===== config.mk =====
export PLATFORM = sky130hd
export DESIGN_NAME = seg7_scan_mux
export DESIGN_NICKNAME = d
export VERILOG_FILES = /design/src/rtl/seg7_pkg.sv /design/src/rtl/seg7_decode.sv /design/src/rtl/seg7_scan_mux.sv
export SDC_FILE = /design/constraint.sdc
export NUM_CORES = 1
export LEC_CHECK = 0
export ABC_CLOCK_PERIOD_IN_PS = 4200
export BUFFER_PORTS_ARGS = -buffer_cell sky130_fd_sc_hd__buf_2
export CORE_ASPECT_RATIO = 1.5
export CORE_UTILIZATION = 59
export CTS_CLUSTER_SIZE = 30
export DETAILED_ROUTE_END_ITERATION = 8
export GPL_TIMING_DRIVEN = 0
export PLACE_DENSITY = 0.88
export SLEW_MARGIN = 20
export SYNTH_ARGS = -nofsm -noshare
export SYNTH_HDL_FRONTEND = slang
export SYNTH_SLANG_ARGS = --single-unit

===== constraint.sdc =====
create_clock -name clk -period 4.2 [get_ports clk]
set_clock_uncertainty 0.15 [all_clocks]
set_input_delay 0.84 -clock clk [delete_from_list [all_inputs] [get_ports clk]]
set_output_delay 0.84 -clock clk [all_outputs]
set_load 0.01 [all_outputs]

===== src/rtl/seg7_pkg.sv =====
// rtl/seg7_pkg.sv - shared types and segment constants for the 7-segment scan driver
//
// Purpose: FSM state encoding, blank/dash patterns and the 0-9 segment table.
// Segment bit order is {g,f,e,d,c,b,a}.
package seg7_pkg;

    typedef enum logic [1:0] {
        ST_IDLE  = 2'd0,
        ST_BLANK = 2'd1,
        ST_ON    = 2'd2
    } state_t;

    localparam logic [6:0] SEG_OFF  = 7'b0000000;
    localparam logic [6:0] SEG_DASH = 7'b1000000;

    // Index k holds the pattern for decimal digit k.
    localparam logic [9:0][6:0] SEG_DIGITS = {
        7'b1101111,     // 9
        7'b1111111,     // 8
        7'b0000111,     // 7
        7'b1111101,     // 6
        7'b1101101,     // 5
        7'b1100110,     // 4
        7'b1001111,     // 3
        7'b1011011,     // 2
        7'b0000110,     // 1
        7'b0111111      // 0
    };

endpackage


===== src/rtl/seg7_decode.sv =====
// rtl/seg7_decode.sv - combinational BCD nibble to 7-segment decoder
//
// Purpose: 0-9 map to the standard patterns, 10-15 show a dash.
// Ports:
//   i_digit  in  4  nibble to display
//   o_seg    out 7  segments {g,f,e,d,c,b,a}, active high
module seg7_decode
    import seg7_pkg::*;
(
    input  logic [3:0] i_digit,
    output logic [6:0] o_seg
);

    always_comb begin
        o_seg = SEG_DASH;
        if (i_digit <= 4'd9) begin
            o_seg = SEG_DIGITS[i_digit];
        end
    end

endmodule


===== src/rtl/seg7_scan_mux.sv =====
// rtl/seg7_scan_mux.sv - time-multiplexed 3-digit 7-segment display driver
//
// Purpose: scans three BCD digits onto a shared segment bus with a blank gap
// before each digit, frame-synchronous digit latching and leading-zero blanking.
// Ports:
//   clk             in   1   system clock
//   rst_n           in   1   asynchronous active-low reset
//   en_i            in   1   scan enable; 0 = display dark
//   digits_i        in   12  {d2,d1,d0} BCD, d0 least significant
//   digits_valid_i  in   1   1-cycle strobe: new digits_i to show
//   lz_blank_i      in   1   1 = blank leading zeros
//   transistor      out  3   one-hot digit select, bit k = digit k
//   d7sp            out  7   segments {g,f,e,d,c,b,a}
//   frame_o         out  1   1-cycle pulse at end of each 3-digit scan
module seg7_scan_mux
    import seg7_pkg::*;
#(
    parameter int ON_TICKS       = 10000,
    parameter int BLANK_TICKS    = 100,
    parameter int CNT_W          = 16,
    parameter bit SEG_ACTIVE_LOW = 1'b0,
    parameter bit SEL_ACTIVE_LOW = 1'b0
) (
    input  logic        clk,
    input  logic        rst_n,
    input  logic        en_i,
    input  logic [11:0] digits_i,
    input  logic        digits_valid_i,
    input  logic        lz_blank_i,
    output logic [2:0]  transistor,
    output logic [6:0]  d7sp,
    output logic        frame_o
);

    localparam logic [CNT_W-1:0] ON_LAST    = CNT_W'(ON_TICKS - 1);
    localparam logic [CNT_W-1:0] BLANK_LAST = CNT_W'((BLANK_TICKS > 0) ? BLANK_TICKS - 1 : 0);
    localparam bit               HAS_GAP    = (BLANK_TICKS > 0);
    // The output flops hold the physical pin level; "off" is the mask itself.
    localparam logic [2:0]       SEL_MASK   = {3{SEL_ACTIVE_LOW}};
    localparam logic [6:0]       SEG_MASK   = {7{SEG_ACTIVE_LOW}};

    state_t            r_state;
    state_t            w_state_nxt;
    logic [CNT_W-1:0]  r_cnt;
    logic [CNT_W-1:0]  w_cnt_nxt;
    logic [1:0]        r_idx;
    logic [1:0]        w_idx_nxt;
    logic [11:0]       r_shadow;
    logic [11:0]       r_pending;
    logic              r_pend_flag;
    logic [11:0]       w_shadow_nxt;
    logic              w_latch;
    logic              w_frame_end;
    logic              w_on_start;
    logic [3:0]        w_digit;
    logic [6:0]        w_seg_dec;
    logic [6:0]        w_seg;
    logic [2:0]        w_sel;
    logic              w_lz_blank;

    always_comb begin
        w_state_nxt = r_state;
        w_cnt_nxt   = r_cnt;
        w_idx_nxt   = r_idx;
        w_latch     = 1'b0;
        w_frame_end = 1'b0;
        w_on_start  = 1'b0;
        if (!en_i) begin
            w_state_nxt = ST_IDLE;
            w_cnt_nxt   = '0;
            w_idx_nxt   = 2'd0;
        end else begin
            case (r_state)
                ST_IDLE: begin
                    w_latch   = 1'b1;
                    w_cnt_nxt = '0;
                    w_idx_nxt = 2'd0;
                    if (HAS_GAP) begin
                        w_state_nxt = ST_BLANK;
                    end else begin
                        w_state_nxt = ST_ON;
                        w_on_start  = 1'b1;
                    end
                end
                ST_BLANK: begin
                    if (r_cnt == BLANK_LAST) begin
                        w_state_nxt = ST_ON;
                        w_cnt_nxt   = '0;
                        w_on_start  = 1'b1;
                    end else begin
                        w_cnt_nxt = r_cnt + CNT_W'(1);
                    end
                end
                ST_ON: begin
                    if (r_cnt == ON_LAST) begin
                        w_cnt_nxt = '0;
                        if (r_idx == 2'd2) begin
                            w_idx_nxt   = 2'd0;
                            w_frame_end = 1'b1;
                            w_latch     = 1'b1;
                        end else begin
                            w_idx_nxt = r_idx + 2'd1;
                        end
                        if (HAS_GAP) begin
                            w_state_nxt = ST_BLANK;
                        end else begin
                            w_state_nxt = ST_ON;
                            w_on_start  = 1'b1;
                        end
                    end else begin
                        w_cnt_nxt = r_cnt + CNT_W'(1);
                    end
                end
                default: begin
                    w_state_nxt = ST_IDLE;
                    w_cnt_nxt   = '0;
                    w_idx_nxt   = 2'd0;
                end
            endcase
        end
    end

    // A strobe landing on the latch edge wins over the pending copy, so the
    // very next frame shows it.
    always_comb begin
        w_shadow_nxt = r_shadow;
        if (w_latch) begin
            if (digits_valid_i) begin
                w_shadow_nxt = digits_i;
            end else if (r_pend_flag) begin
                w_shadow_nxt = r_pending;
            end
        end
    end

    // Decode from next-cycle shadow/idx so the lit slot already shows what
    // the FSM is entering, including the zero-gap ON->ON case.
    always_comb begin
        case (w_idx_nxt)
            2'd0:    w_digit = w_shadow_nxt[3:0];
            2'd1:    w_digit = w_shadow_nxt[7:4];
            default: w_digit = w_shadow_nxt[11:8];
        endcase
        w_lz_blank = lz_blank_i &&
                     (((w_idx_nxt == 2'd2) && (w_shadow_nxt[11:8] == 4'd0)) ||
                      ((w_idx_nxt == 2'd1) && (w_shadow_nxt[11:4] == 8'd0)));
        w_seg = w_lz_blank ? SEG_OFF : w_seg_dec;
        w_sel = 3'b001 << w_idx_nxt;
    end

    seg7_decode u_decode (
        .i_digit (w_digit),
        .o_seg   (w_seg_dec)
    );

    always_ff @(posedge clk or negedge rst_n) begin
        if (!rst_n) begin
            r_state     <= ST_IDLE;
            r_cnt       <= '0;
            r_idx       <= 2'd0;
            r_shadow    <= 12'd0;
            r_pending   <= 12'd0;
            r_pend_flag <= 1'b0;
            transistor  <= SEL_MASK;
            d7sp        <= SEG_MASK;
            frame_o     <= 1'b0;
        end else begin
            r_state  <= w_state_nxt;
            r_cnt    <= w_cnt_nxt;
            r_idx    <= w_idx_nxt;
            r_shadow <= w_shadow_nxt;
            if (digits_valid_i) begin
                r_pending <= digits_i;
            end
            if (w_latch) begin
                r_pend_flag <= 1'b0;
            end else if (digits_valid_i) begin
                r_pend_flag <= 1'b1;
            end
            frame_o <= w_frame_end;
            if (w_state_nxt != ST_ON) begin
                transistor <= SEL_MASK;
                d7sp       <= SEG_MASK;
            end else if (w_on_start) begin
                transistor <= w_sel ^ SEL_MASK;
                d7sp       <= w_seg ^ SEG_MASK;
            end
        end
    end

endmodule


==> Yosys cells after proc, flatten, opt, wreduce, memory -nomap -nowiden <==
Memories as Yosys holds them, arrays and structs flattened.
Cells that the tools add are included.
{ "word_totals": {"memories": 1, "latch_bits": 0, "regBits": 56, "inputBits": 17, "elab_cells": 67, "mem_bits_rw": 0, "rom_bits": 112, "output_inout_bits": 11} }
{ "classes": {"bitwise": 0, "magnitude_cmp": 2, "muxes": 34, "reduce_logical": 10, "n_shift": 1, "addsub": 2, "n_mul": 0, "n_div": 0, "n_eq_ne": 8} }
{ "mem_list": {"columns": ["memory", "depth", "word_bits", "rd", "rd_clocked_by_memory_dff", "write_ports", "line", "rtl"], "rows": [
  ["(no name shown)", 16, 7, 1, 0, 0, "seg7_decode.sv:17", "o_seg = SEG_DIGITS[i_digit];"]
]} }
{ "ops": {"columns": ["cell", "n"], "rows": [
  ["16-bit two-way mux", 3],
  ["12-bit two-way mux", 3],
  ["7-bit two-way mux", 5],
  ["16-bit case mux with 2 select lines", 1],
  ["16-bit by 1-bit adder with 16-bit output (second input constant)", 1],
  ["16-bit by 14-bit equality test with 1-bit output (second input constant)", 1],
  ["16-bit by 7-bit equality test with 1-bit output (second input constant)", 1],
  ["2-bit two-way mux", 6],
  ["1-bit two-way mux", 10],
  ["8-bit logical NOT", 1],
  ["4-bit case mux with 2 select lines", 1],
  ["2-bit equality test (second input constant)", 3],
  ["3-bit two-way mux", 2],
  ["2-bit case mux with 3 select lines", 1],
  ["4-bit by 5-bit < comparator with 1-bit output (second input constant)", 1],
  ["2-bit by 1-bit equality test with 1-bit output (second input constant)", 2],
  ["4-bit less-or-equal comparator (second input constant)", 1],
  ["2-bit logical NOT", 2],
  ["4-bit logical NOT", 1],
  ["2-bit case mux with 2 select lines", 1],
  ["2-bit nonzero test", 2],
  ["1-bit logical AND", 3],
  ["1-bit by 2-bit left shift with 3-bit output (first input constant)", 1],
  ["2-bit by 1-bit adder with 2-bit output (second input constant)", 1],
  ["3 further kinds", 3]
]} }

==> Longest topological paths before layout <==
{ "logic_depth": {"ltp_word": 13, "mapped_depth": 16, "depth_no_buf": 14} }

==> By module <==
From an unflattened synthesis, not the netlist that was laid out.
{ "hier_totals": {"hier_cells": 319, "area_unflattened_um2": 3173.0} }
{ "by_module_without_submodules": {"columns": ["mod", "seq_area_each_um2", "area_each_um2", "instances", "cells_each"], "rows": [
  ["seg7_scan_mux", 1401.3, 2990.4, 1, 293],
  ["seg7_decode", 0.0, 182.7, 1, 26]
]} }

==> Worst setup path after synthesis <==
Ideal clock, no wire load.
{ "synth_timing": {"path_type": "input-to-reg", "from": "input digits_valid_i", "to": "register d7sp[1]", "path_slack_ps": 623, "t_arrival_ps": 3307, "setup_time_ps": 121, "stages": 14, "required_ps": 3929, "path_buffers": 2, "cell_sequence": "clkbuf_1 nor2_1 nor2_1 a31o_4 buf_12 o211ai_1 mux2_2 o21ai_0 inv_1 ha_1 o22ai_1 a21oi_1 o21ba_4 a22o_1"} }
{ "synth_via": {"elab_chain_len": 9, "word_cells_on_any_way": 16, "cone_classes": "1 x order compare; 8 x mux; 6 x reduce/logical; 1 x memory"} }
{ "synth_rtl": {"columns": ["item", "line", "rtl"], "rows": [
  ["start: declaration", "seg7_scan_mux.sv:28", "input logic digits_valid_i,"],
  ["12-bit two-way mux *", "seg7_scan_mux.sv:128", "if (digits_valid_i) begin"],
  ["12-bit two-way mux *", "seg7_scan_mux.sv:127", "if (w_latch) begin"],
  ["net w_shadow_nxt[0]", "seg7_scan_mux.sv:51", "logic [11:0] w_shadow_nxt;"],
  ["4-bit case mux with 2 select lines *", "seg7_scan_mux.sv:139", "case (w_idx_nxt)"],
  ["memory read 16 x 7 bit", null, null],
  ["7-bit two-way mux (not written as such)", "seg7_decode.sv:17", null],
  ["7-bit two-way mux *", "seg7_decode.sv:16", "if (i_digit <= 4'd9) begin"],
  ["7-bit two-way mux *", "seg7_scan_mux.sv:147", "w_seg = w_lz_blank ? SEG_OFF : w_seg_dec;"],
  ["7-bit two-way mux *", "seg7_scan_mux.sv:184", "end else if (w_on_start) begin"],
  ["7-bit two-way mux *", "seg7_scan_mux.sv:181", "if (w_state_nxt != ST_ON) begin"],
  ["end signal: assignment", "seg7_scan_mux.sv:186", "d7sp <= w_seg ^ SEG_MASK;"],
  ["end: declaration", "seg7_scan_mux.sv:31", "output logic [6:0] d7sp,"]
]} }
The timed path passes the listed nets; every way through them passes the cells marked *. The select of a mux whose other input is x is not followed.
A chain may end at the register's enable or synchronous reset.

==> Worst setup path after layout <==
{ "layout_timing": {"from": "register r_cnt[0]", "to": "register d7sp[2]"} }
{ "layout_via": {"elab_chain_len": 12, "word_cells_on_any_way": 35, "cone_classes": "1 x order compare; 5 x eq/ne; 20 x mux; 8 x reduce/logical; 1 x memory"} }
{ "layout_rtl": {"columns": ["item", "line", "rtl"], "rows": [
  ["start: declaration", "seg7_scan_mux.sv:44", "logic [CNT_W-1:0] r_cnt;"],
  ["start signal: assignment", "seg7_scan_mux.sv:169", "r_cnt <= w_cnt_nxt;"],
  ["16-bit by 14-bit equality test with 1-bit output", "seg7_scan_mux.sv:95", "if (r_cnt == ON_LAST) begin"],
  ["2-bit two-way mux or 1-bit two-way mux (tied branches)", "seg7_scan_mux.sv:95", null],
  ["2-bit case mux with 2 select lines or 1-bit case mux with 2 select lines (tied branches)", "seg7_scan_mux.sv:73", "case (r_state)"],
  ["2-bit two-way mux or 1-bit two-way mux (tied branches)", "seg7_scan_mux.sv:68", "if (!en_i) begin"],
  ["2-bit by 1-bit equality test with 1-bit output, or another cell as far along", "seg7_scan_mux.sv:139, seg7_scan_mux.sv:146", null],
  ["4-bit case mux with 2 select lines, or another cell as far along", "seg7_scan_mux.sv:139", null],
  ["memory read 16 x 7 bit, or another cell as far along", null, null],
  ["7-bit two-way mux (not written as such) or 1-bit logical OR (tied branches)", "seg7_decode.sv:17, seg7_scan_mux.sv:145", null],
  ["7-bit two-way mux or 1-bit logical AND (tied branches)", "seg7_decode.sv:16, seg7_scan_mux.sv:144", null],
  ["7-bit two-way mux", "seg7_scan_mux.sv:147", null],
  ["7-bit two-way mux", "seg7_scan_mux.sv:184", null],
  ["7-bit two-way mux", "seg7_scan_mux.sv:181", null]
]} }
Several ways; a longest one is shown, not always the timed one. The select of a mux whose other input is x is not followed.

==> results.py <==
metrics = {
    "place": {
        "portBuffers": 26,
        "postPlaceCellArea_sq_mm": 0.00323,
        "dp_hpwl_microns": 4300,
        "gp_congestion": 0.875,
    },
    "synth": {
        "yosysWarnings": 0,
        "synthMuxAreaShare_pct": 10.0,
        "synth.ff_latch_count": 56,
        "synth-xor-area-share_pct": 4.07,
        "synthCells": 282,
        "synth_fa_ha_area_share_pct": 4.15,
        "synth_area_sq_mm": 0.00301,
        "synth_compound_area_share_pct": 13.6,
        "synth_top_family_by_area": "simple AND/OR/NAND/NOR gates",
        "synth-edff-count": 0,
        "synth_area_leaders": "dfrtp_1 47%, mux2_2 6.4%, ha_1 4.2%",
        "ys_dominant_reg_cell": "dfrtp_1",
        "synthSimpleGateAreaFrac_pct": 17.4,
        "yosysSeqAreaShare_pct": 46.5,
        "synth.avg_cell_area_sq_um": 10.7,
        "async_reset_ff_share_pct": 100,
        "yosys.area.top_type_share_pct": 46.5,
        "synth.net_count": 309,
        "synth_top_cell_by_area": "dfrtp_1",
        "synth.distinct_cells": 58,
    },
    "setup_path": {
        "cp-end-kind": "flop",
        "required_ps": 4260,
        "path_cells": "ha_1 -> and3_1 -> buf_6 -> and3_4 -> buf_6 -> and4_1 -> o21bai_4 -> mux2_2 -> o21ai_0 -> inv_1 -> ha_1 -> o22ai_1 -> a21oi_1 -> o21ba_4 -> a22o_1",
        "arrival_ps": 3980,
        "crit_type": "reg2reg",
        "cp-start-kind": "flop",
        "ff2ff_setup_slack_ps": 290,
        "path_max_fanout": 8,
        "crit_slowest_cell": "o21ai_0",
        "slowest_delay_ps": 460,
    },
    "die": {
        "die-area_sq_mm": 0.00540,
        "num_rows": 31,
        "initial_core_util_pct": 61.6,
        "die_x_microns": 60.3,
        "core_area_sq_mm": 0.00489,
        "fp.dieH_microns": 89.5,
        "ios": 28,
    },
    "routing": {
        "drc_errors": 0,
        "ant_nets": 0,
        "initialDrtViolationCount": 86,
        "first_pass_iters": 5,
        "routed_wl_microns": 5990,
        "via_count": 2222,
        "wl_per_cell_microns": 15.7,
        "vias_per_cell": 5.82,
    },
    "final_layout": {
        "fill_cells": 390,
        "design_area_sq_mm": 0.00334,
        "layout.nets": 342,
        "n_antenna_cell": 0,
        "drive_above_1_share_pct": 23.4,
        "synthToLayoutAreaGrowth_pct": 10.8,
    },
    "clock_tree": {
        "numCtsBuffers": 5,
        "post_cts_buffers": 0,
        "cts_buffer_depth": 2,
        "cts_root_buffer": "clkbuf_8",
        "insertion_delay_ps": 310,
        "cts_sinks": 56,
        "hold_buffers": 0,
        "htree_levels": 2,
        "post_cts_resized": 0,
        "clk_pin_slew_ps": 100,
        "cts_tree": "done",
    },
    "power": {
        "vdd_drop_max_mv": 0.178,
        "switching_share_pct": 27.3,
        "combPwrFrac_pct": 18.6,
        "p_seq_share_pct": 51.2,
        "leakagePower_nw": 1.52,
        "p_int_mw": 0.850,
        "p_switching_mw": 0.319,
        "p_total_mw": 1.17,
        "p_per_area_mw_per_mm2": 350,
        "pwr-share-clk_pct": 30.3,
    },
    "global_routing": {
        "antenna_found_initial": 0,
        "grt_start_max_net_pins": 57,
        "grt_use_met3_pct": 4.92,
        "top_usage_layer": "met2",
        "grt_util_met2_pct": 42.8,
        "grt_remaining_overflow": 0,
        "grt_pass1_vias": 2154,
        "grt_pass1_wl_microns": 9890,
        "use_met1_pct": 29.3,
        "grt_usage_pct": 24.8,
    },
    "sta": {
        "slew_headroom_pct": 54.1,
        "rsz0062_at_grt": "false",
        "final_hold_viol_count": 0,
        "tns_ps": 0,
        "period_share_pct": 93.2,
        "worstMarginPinSlew_ps": 689,
        "period_minus_slack_ps": 3910,
        "drv_slew": 0,
        "setup_viol": 0,
        "fmax_ghz": 0.255,
    },
    "hold_path": {
        "hold_path_class": "reg2reg",
    },
    "flow_run": {
        "maxCapViolations": 0,
    },
    "status": {
        "status": "finished clean",
    },
}
## worst paths after layout
path,depth (start not counted),to,from
min in group asynchronous,1,r_shadow[0]$_DFF_PN0_,rst_n
worst max-delay path,15,d7sp[2]$_DFFE_PN0P_,r_cnt[0]$_DFF_PN0_
worst max register to register,15,d7sp[2]$_DFFE_PN0P_,r_cnt[0]$_DFF_PN0_
worst min register to register,1,r_cnt[0]$_DFF_PN0_,r_cnt[0]$_DFF_PN0_
worst min-delay path,1,r_cnt[0]$_DFF_PN0_,r_cnt[0]$_DFF_PN0_
max in group asynchronous,1,d7sp[5]$_DFFE_PN0P_,rst_n
## cell usage in the layout, fill, tap and decap left out, types with 2 or more instances in the layout
cell type  netlist  layout
dfrtp_1         56      56
nor2_1          28      28
buf_2            2      27
nand2_1         19      19
inv_1           17      17
mux2_2          17      17
nand3_1         11      11
a21oi_1         10      10
ha_1            10      10
mux2i_1          8       8
xor2_1           8       8
o21ai_0          7       7
nor3_1           6       6
xnor2_1          6       6
and3_1           5       5
clkbuf_8         0       5
nor2b_1          4       4
a22o_1           4       4
a21o_1           4       4
nand2b_1         4       4
and2_1           4       4
nor4_1           3       3
buf_6            2       2
or2_2            2       2
and4_1           2       2
clkbuf_1         2       2
nand4b_1         2       2
o211ai_1         2       2
mux2_4           2       2
a311o_1          2       2
a22oi_1          2       2
a211o_1          2       2
a2bb2oi_2        2       2
a31o_1           2       2
## worst max-delay path, delay by kind of cell (launching register included)
| kind | cells | cell delay [ps] |
|---|---|---|
| AO/OA/AOI/OAI | 6 | 1370 |
| adder cells (fa/ha/maj) | 2 | 500 |
| buffers and inverters | 3 | 400 |
| flip-flops | 1 | 410 |
| multiplexers | 1 | 400 |
| AND/OR/NAND/NOR | 3 | 580 |
## power groups by stage
stage / clock, mW / combinational [mW] / sequential (mW)
4_1_cts: 0.356 / 0.216 / 0.598
5_1_grt: 0.382 / 0.242 / 0.604
3_5_place_dp: 0 / 0.214 / 0.610
6_report: 0.354 / 0.217 / 0.598
2_1_floorplan: 0 / 0.158 / 0.604
3_3_place_gp: 0 / 0.204 / 0.606
## state kept, by name, indices dropped and copies added, names as in the netlist
name         cells
d7sp             7
frame_o          1
r_cnt           16
r_idx            2
r_pend_flag      1
r_pending       12
r_shadow        12
r_state          2
transistor       3
## layout make-up
type	instances	area [sq um]	area share (%)
Sequential cell	56	1400	42.0
Clock inverter	3	42.5	1.27
Buffer	7	60.1	1.80
Tap cell	66	82.6	2.47
Clock buffer	5	68.8	2.06
Multi-Input combinational cell	201	1480	44.4
Timing Repair Buffer	26	133	3.97
Inverter	18	67.6	2.02
## kinds of logic (layout without fill, tap and decap cells)
group,Yosys count,count (layout)
flip-flops,56,56
XOR/XNOR,14,14
AND/OR/NAND/NOR,99,99
adder cells (fa/ha/maj),10,10
buffers and inverters,25,59
AO/OA/AOI/OAI,51,51
multiplexers,27,27
## layer usage
| metal | vias up | share of wire [%] |
|---|---|---|
| li1 | 1055 | - |
| met1 | 1103 | 40 |
| met2 | 54 | 54 |
| met3 | 10 | 3.4 |
| met4 | 0 | 2.2 |
| met5 | - | 0 |
## Yosys cell counts (2+ instances only)
library cell   n
nand4b_1       2
nor2b_1        4
a21oi_1       10
nor3_1         6
and4_1         2
nand2b_1       4
buf_6          2
a31o_1         2
clkbuf_1       2
mux2_4         2
a311o_1        2
buf_2          2
xor2_1         8
o21ai_0        7
o211ai_1       2
or2_2          2
xnor2_1        6
ha_1          10
a211o_1        2
mux2i_1        8
a2bb2oi_2      2
a22o_1         4
dfrtp_1       56
nor4_1         3
a21o_1         4
and2_1         4
a22oi_1        2
nand2_1       19
nand3_1       11
and3_1         5
mux2_2        17
inv_1         17
nor2_1        28
## metrics by stage
step	instances	util (%)	setup WS (ps)	hold slack, ps
5_1_grt	382	68.3	4.45	356
6_report	382	68.3	285	324
2_1_floorplan	282	-	623	275
4_1_cts	382	68.3	291	321
3_3_place_gp	374	66.0	168	289
3_5_place_dp	374	66.1	93.7	308
No activity file was read; power rests on OpenSTA's default activity.
